**src/rtl/pll_lock_sequencer.sv**
```systemverilog
// rtl/pll_lock_sequencer.sv - PLL reset/lock/settle sequencer for the VGA pixel-clock PLL
//
// Runs on the free-running board clock and walks the PLL through
// ARESET -> WAIT_LOCK -> SETTLE -> RUN, with timeout/retry and a latched FAULT.
//
// Ports:
//   clk_in        board reference clock, sole clock of this block
//   reset         synchronous active-high reset
//   pll_locked    PLL lock flag, asynchronous to clk_in
//   restart_req   one-cycle pulse, restarts the full sequence (also exits FAULT)
//   pll_areset    PLL reset, active high
//   vga_reset     VGA logic reset, active high
//   ready         high only in RUN
//   fault         high only in FAULT
//   state         current state encoding (debug)
//   relock_count  lock losses seen in RUN, saturating at 255
module pll_lock_sequencer #(
    parameter int ARESET_CYCLES = 16,
    parameter int LOCK_TIMEOUT  = 65536,
    parameter int SETTLE_CYCLES = 1024,
    parameter int MAX_RETRIES   = 3,
    parameter int SYNC_STAGES   = 2
) (
    input  logic       clk_in,
    input  logic       reset,
    input  logic       pll_locked,
    input  logic       restart_req,
    output logic       pll_areset,
    output logic       vga_reset,
    output logic       ready,
    output logic       fault,
    output logic [2:0] state,
    output logic [7:0] relock_count
);

    typedef enum logic [2:0] {
        ST_ARESET    = 3'd0,
        ST_WAIT_LOCK = 3'd1,
        ST_SETTLE    = 3'd2,
        ST_RUN       = 3'd3,
        ST_FAULT     = 3'd4
    } state_t;

    localparam int MAX_AT  = (ARESET_CYCLES > LOCK_TIMEOUT) ? ARESET_CYCLES : LOCK_TIMEOUT;
    localparam int CYC_MAX = (MAX_AT > SETTLE_CYCLES) ? MAX_AT : SETTLE_CYCLES;
    localparam int CW      = $clog2(CYC_MAX) + 1;

    localparam logic [CW-1:0] ARESET_LAST = CW'(ARESET_CYCLES - 1);
    localparam logic [CW-1:0] TIMEOUT_LAST = CW'(LOCK_TIMEOUT - 1);
    localparam logic [CW-1:0] SETTLE_LAST = CW'(SETTLE_CYCLES - 1);
    localparam logic [7:0]    RETRY_LIMIT = 8'(MAX_RETRIES);

    logic [SYNC_STAGES-1:0] sync_q;
    logic                   locked_s;

    state_t        state_q, state_d;
    logic [CW-1:0] cnt_q, cnt_d;
    logic [7:0]    retries_q, retries_d;
    logic [7:0]    relock_q, relock_d;

    logic areset_d, vga_reset_d, ready_d, fault_d;

    assign locked_s = sync_q[SYNC_STAGES-1];

    // Lock synchronizer: pll_locked crosses in from the PLL domain.
    always_ff @(posedge clk_in) begin
        if (reset) begin
            sync_q <= '0;
        end else begin
            sync_q <= {sync_q[SYNC_STAGES-2:0], pll_locked};
        end
    end

    always_comb begin
        state_d   = state_q;
        cnt_d     = cnt_q + CW'(1);
        retries_d = retries_q;
        relock_d  = relock_q;

        if (restart_req) begin
            state_d   = ST_ARESET;
            cnt_d     = '0;
            retries_d = '0;
        end else begin
            case (state_q)
                ST_ARESET: begin
                    if (cnt_q == ARESET_LAST) begin
                        state_d = ST_WAIT_LOCK;
                        cnt_d   = '0;
                    end
                end
                ST_WAIT_LOCK: begin
                    if (locked_s) begin
                        state_d = ST_SETTLE;
                        cnt_d   = '0;
                    end else if (cnt_q == TIMEOUT_LAST) begin
                        retries_d = retries_q + 8'd1;
                        state_d   = (retries_d == RETRY_LIMIT) ? ST_FAULT : ST_ARESET;
                        cnt_d     = '0;
                    end
                end
                ST_SETTLE: begin
                    // Lock loss is checked first so it beats the settle terminal count.
                    if (!locked_s) begin
                        state_d = ST_WAIT_LOCK;
                        cnt_d   = '0;
                    end else if (cnt_q == SETTLE_LAST) begin
                        state_d   = ST_RUN;
                        cnt_d     = '0;
                        retries_d = '0;
                    end
                end
                ST_RUN: begin
                    // Counter is idle here; holding it keeps it from wrapping.
                    cnt_d     = cnt_q;
                    retries_d = '0;
                    if (!locked_s) begin
                        state_d  = ST_ARESET;
                        cnt_d    = '0;
                        relock_d = (relock_q == 8'hFF) ? relock_q : relock_q + 8'd1;
                    end
                end
                ST_FAULT: begin
                    cnt_d = cnt_q;
                end
                default: begin
                    state_d = ST_ARESET;
                    cnt_d   = '0;
                end
            endcase
        end
    end

    // Outputs are decoded from the state being entered and then registered,
    // so they change on the same edge as the state register.
    always_comb begin
        areset_d    = 1'b1;
        vga_reset_d = 1'b1;
        ready_d     = 1'b0;
        fault_d     = 1'b0;
        case (state_d)
            ST_WAIT_LOCK, ST_SETTLE: areset_d = 1'b0;
            ST_RUN: begin
                areset_d    = 1'b0;
                vga_reset_d = 1'b0;
                ready_d     = 1'b1;
            end
            ST_FAULT: fault_d = 1'b1;
            default: ;
        endcase
    end

    always_ff @(posedge clk_in) begin
        if (reset) begin
            state_q    <= ST_ARESET;
            cnt_q      <= '0;
            retries_q  <= '0;
            relock_q   <= '0;
            pll_areset <= 1'b1;
            vga_reset  <= 1'b1;
            ready      <= 1'b0;
            fault      <= 1'b0;
        end else begin
            state_q    <= state_d;
            cnt_q      <= cnt_d;
            retries_q  <= retries_d;
            relock_q   <= relock_d;
            pll_areset <= areset_d;
            vga_reset  <= vga_reset_d;
            ready      <= ready_d;
            fault      <= fault_d;
        end
    end

    assign state        = state_q;
    assign relock_count = relock_q;

endmodule
```
**config.mk**
```make
export PLATFORM = sky130hd
export DESIGN_NAME = pll_lock_sequencer
export DESIGN_NICKNAME = d
export VERILOG_FILES = /design/src/rtl/pll_lock_sequencer.sv
export SDC_FILE = /design/constraint.sdc
export NUM_CORES = 1
export LEC_CHECK = 0
export CAP_MARGIN = 0
export CORE_MARGIN = 4
export CORE_UTILIZATION = 61
export CTS_BUF_LIST = sky130_fd_sc_hd__clkbuf_8
export CTS_CLUSTER_SIZE = 10
export DETAILED_ROUTE_END_ITERATION = 6
export PLACE_DENSITY_LB_ADDON = 0.12
export SYNTH_ARGS = -nofsm -noshare
export SYNTH_HDL_FRONTEND = slang
export SYNTH_SLANG_ARGS = --single-unit
```
**constraint.sdc**
```tcl
create_clock -name clk_in -period 6.75 [get_ports clk_in]
set_input_delay 0.675 -clock clk_in [delete_from_list [all_inputs] [get_ports clk_in]]
set_output_delay 0.675 -clock clk_in [all_outputs]
set_load 0.03 [all_outputs]
```
Yosys cells after proc, flatten, opt, wreduce, memory -nomap -nowiden

Cells that the tools add are included.

Output and inout bits: 15
Input port bits: 4
Logic and storage cells: 66
Bits in registers: 42

Bitwise gates (word level): 4
Reductions and logical operators: 7
$add $sub $neg: 3
Muxes and demuxes: 25
Eq/ne operators: 18

Operator list:

| operator                                                          | count |
|---|---|
| 17-bit two-way mux                                                | 6 |
| 17-bit case mux with 5 select lines                               | 1 |
| 8-bit two-way mux                                                 | 4 |
| 3-bit two-way mux                                                 | 8 |
| 8-bit case mux with 3 select lines                                | 1 |
| 17-bit by 1-bit adder with 17-bit output, second input constant   | 1 |
| 17-bit by 10-bit == test with 1-bit output, second input constant | 1 |
| 17-bit by 16-bit == test with 1-bit output, second input constant | 1 |
| 17-bit by 4-bit == test with 1-bit output, second input constant  | 1 |
| 8-bit by 1-bit adder with 8-bit output, second input constant     | 2 |
| 3-bit case mux with 5 select lines                                | 1 |
| 3-bit by 2-bit == test with 1-bit output, second input constant   | 4 |
| 2-bit != test, second input constant                              | 5 |
| 8-bit by 2-bit == test with 1-bit output, second input constant   | 1 |
| 8-bit == test, second input constant                              | 1 |
| 3-bit by 1-bit == test with 1-bit output, second input constant   | 2 |
| 3-bit == test, second input constant                              | 2 |
| 5-bit AND reduction                                               | 1 |
| 1-bit two-way mux                                                 | 4 |
| 1-bit inverter                                                    | 4 |
| 4-bit AND reduction                                               | 1 |
| 3-bit logical NOT                                                 | 1 |
| 3-bit nonzero test                                                | 1 |
| 3-bit OR reduction                                                | 1 |
| 2 further kinds                                                   | 2 |

Depth between registers and ports, before layout

Depth in word-level cells: 10
Mapped depth: 13
Depth with buffers taken out: 13

Worst setup path before layout

No wires, ideal clock.

Kind: register -> register
From: register cnt_q[0]
To: register retries_q[7]
Clock period less this slack: 2.960 ns
Path buffers: 0
Setup time: 0.070 ns
Data required time: 6.680 ns
Path slack: 3.790 ns
Arrival time: 2.889 ns
Cell stages (with the launch flop): 12
Cell sequence: dfxtp_1 -> ha_1 -> inv_1 -> nor4_1 -> nand3_1 -> nor2_1 -> and3_1 -> ha_1 -> nand2_1 -> or3_1 -> or3_1 -> a21oi_1

Word-level cells in the longest chain between the ends: 3
Elaborated cells on any way between the ends: 5

Ends and longest elaborated chain:

| element                                                                                                  | RTL line | source |
|---|---|---|
| from (decl)                                                                                              | 57       | `logic [CW-1:0] cnt_q, cnt_d;` |
| from (signal assigned)                                                                                   | 165      | `cnt_q <= cnt_d;` |
| 17-bit by 10-bit == test with 1-bit output or 17-bit by 16-bit == test with 1-bit output (tied branches) | 107, 96  |  |
| 2-bit != test (no source line)                                                                           | -        |  |
| 5-bit AND reduction (no source line) *                                                                   | -        |  |
| to (signal assigned)                                                                                     | 166      | `retries_q <= retries_d;` |
| to (decl)                                                                                                | 58       | `logic [7:0] retries_q, retries_d;` |

Every way passes the cells marked *; elsewhere a longest branch is shown, timed or not.
A chain may end at the register's enable or synchronous reset.

Final worst setup path

Same ends and word-level chain as after synthesis.

==> metrics.txt <==
DRT Wirelength 4481 um; clock-pin slew on the worst setup and hold paths 0.08 ns; DR DRC count 0; max-cap viol count 0; EDFF count, synth 0; area delta synth->final 12.12%; Post-synth ARST share 0%; Pwr Total 0.4288 mW; Routed WL per cell 13.62 um; CP Capture Type register; Final Hold Viols 0; Worst EP required 6.98 ns; Vias 1925; setup bufs post-CTS 0; Max FO, Critical Path 7; die area 4649 um^2; Critical Path Source Type register; maximum clock rate 289.2 MHz; Critical Path Source cnt_q[0]; initial DRC count 151; crit path time final 3.458 ns; total grt overflow 0; PD cells 173.1 nW/um^2; commonest non-fill, non-tap cell in the layout dfxtp_1; RSZ-0062 raised after global routing false; hold crit path type reg -> reg; TritonCTS clock tree built; DRT Pass-1 Iters 4; final core utilization 72.53%; Clock Path Buffers 2; row count 21; WS Path Type reg -> reg; max-slew violation count 0; peak supply drop 0.1232 mV; status complete, no violations; post-CTS sizing 0; Tot GR Track Use 21.46%; mapped cell area 2210 um^2; DP HPWL 3130 um; CTS Buf Count 5; Final nets 292; Slew @ Worst Pin 0.9196 ns; Period Utilization, post-route 51.22%; chip height 68.19 um; share of layout cells above drive strength 1 6.714%; CORE AREA 3416 um^2; Synth Warn # 0; Slew headroom 38.13%; commonest cells after routing, fill and taps aside dfxtp_1, nand2_1, nor2_1; register area share after synthesis 38.05%; Syn Nets 277; Initial Utilization 64.69%; Num Clock Sinks 42; Worst-Skew Late Latency 0.30 ns; min-delay src sync_q[0]; Layout Cells excl Fill 329; arrival time at the worst endpoint 3.69 ns; vias in the first global route 1693; Final Wtd Congestion 0.8695; setup violators final 0; antenna violations before repair 0; number of port buffers 18; R2R Path Start cnt_q[0]; first-pass GRT wire length 7624 um; fillers 280; setup tns final 0 ns; Synth cell types 49; H-tree Lvls 2; Placed Cells 321; Seq cells post-synth 42; Cell Area, Placed 2382 um^2; Avg Cell Area, Syn 8.276 um^2; die width 68.19 um; final instance area 2477 um^2; clk_skew 0.009218 ns; # diodes 0; largest net degree at the start of global routing 20; Via density 5.851; Synth Flop Type dfxtp_1; Leak 0.8493 nW; hold buffer count at CTS 0; instance count of the mapped netlist 267; root buffer cell clkbuf_8; io pins 19; remaining antenna violation count 0
[final cells by class]
| type | count | area (um^2) | area share, % |
|---|---|---|---|
| Inverter | 8 | 30.03 | 1.212 |
| Multi-Input combinational cell | 207 | 1274 | 51.41 |
| Tap cell | 46 | 57.56 | 2.323 |
| Clock inverter | 2 | 12.51 | 0.5050 |
| Sequential cell | 42 | 840.8 | 33.94 |
| Clock buffer | 6 | 82.58 | 3.333 |
| Timing Repair Buffer | 18 | 180.2 | 7.273 |
[Yosys cell counts (5+ instances only)]
| cell type | count | area share, % |
|---|---|---|
| dfxtp_1 | 42 | 38 |
| o21ai_0 | 13 | 2.9 |
| nand4_1 | 7 | 2.0 |
| nor4_1 | 8 | 2.3 |
| xnor2_1 | 5 | 2.0 |
| nand2_1 | 29 | 4.9 |
| inv_1 | 7 | 1.2 |
| nand3_1 | 20 | 4.5 |
| xor2_1 | 8 | 3.2 |
| a31oi_1 | 9 | 2.5 |
| a21oi_1 | 12 | 2.7 |
| clkbuf_1 | 7 | 1.2 |
| and3_1 | 5 | 1.4 |
| nor2_1 | 29 | 4.9 |
| ha_1 | 6 | 3.4 |
[kinds of logic after synthesis]
kind of cell / Yosys count / share of synthesized area [%]
simple gates: 125 / 28.37
compound gates: 60 / 19.37
flops: 42 / 38.05
buf+inv: 18 / 4.304
xor+xnor: 13 / 5.153
fa+ha+maj: 6 / 3.397
mux: 3 / 1.359
[report_power, final]
| part | switching [mW] | total [mW] | internal, mW | leakage [nW] |
|---|---|---|---|---|
| Combinational | 0.00663 | 0.0112 | 0.00455 | 0.463 |
| Clock | 0.0855 | 0.168 | 0.0821 | 0.0472 |
| Sequential | 0.00131 | 0.250 | 0.249 | 0.339 |
| Total | 0.0935 | 0.429 | 0.335 | 0.849 |
[routing by layer]
metal	global-route usage, %	routed length [um]	up-vias	share of wire (%)
met5	0	0	-	0
met4	8.685	60	0	1.3
met3	5.911	235	7	5.2
met2	31.29	1854	47	41
met1	29.73	2330	876	52
li1	-	-	995	-
[flip-flops by register name, indices dropped and copies added, names as in the netlist]
register      flops
fault             1
ready             1
state             3
pll_areset        1
vga_reset         1
cnt_q            17
relock_count      8
retries_q         8
sync_q            2
[critical path, cell delays in order, from the launching register on]
cell     delay, ns
dfxtp_1       0.40
ha_1          0.23
inv_1         0.07
nor4_1        0.80
nand3_1       0.24
nor2_1        0.21
and3_1        0.21
ha_1          0.23
nand2_1       0.11
or3_1         0.38
or3_1         0.36
a21oi_1       0.14
[path summary, 6_finish.rpt]
kind / slack, ns / cells after the start / end
setup / recovery: 3.29 / 11 / retries_q[7]
hold / removal: 0.45 / 1 / sync_q[1]
setup reg to reg: 3.29 / 11 / retries_q[7]
hold reg to reg: 0.45 / 1 / sync_q[1]
[per-stage QoR]
| stage | setup slack (ns) | hold slack (ns) |
|---|---|---|
| finish | 3.292 | 0.4498 |
| floorplan | 3.790 | 0.4138 |
| global placement | 3.512 | 0.4310 |
| global route | 2.882 | 0.4664 |
| CTS | 3.326 | 0.4515 |
| detailed placement | 3.383 | 0.4292 |
Power figures use the tool's default switching activity.
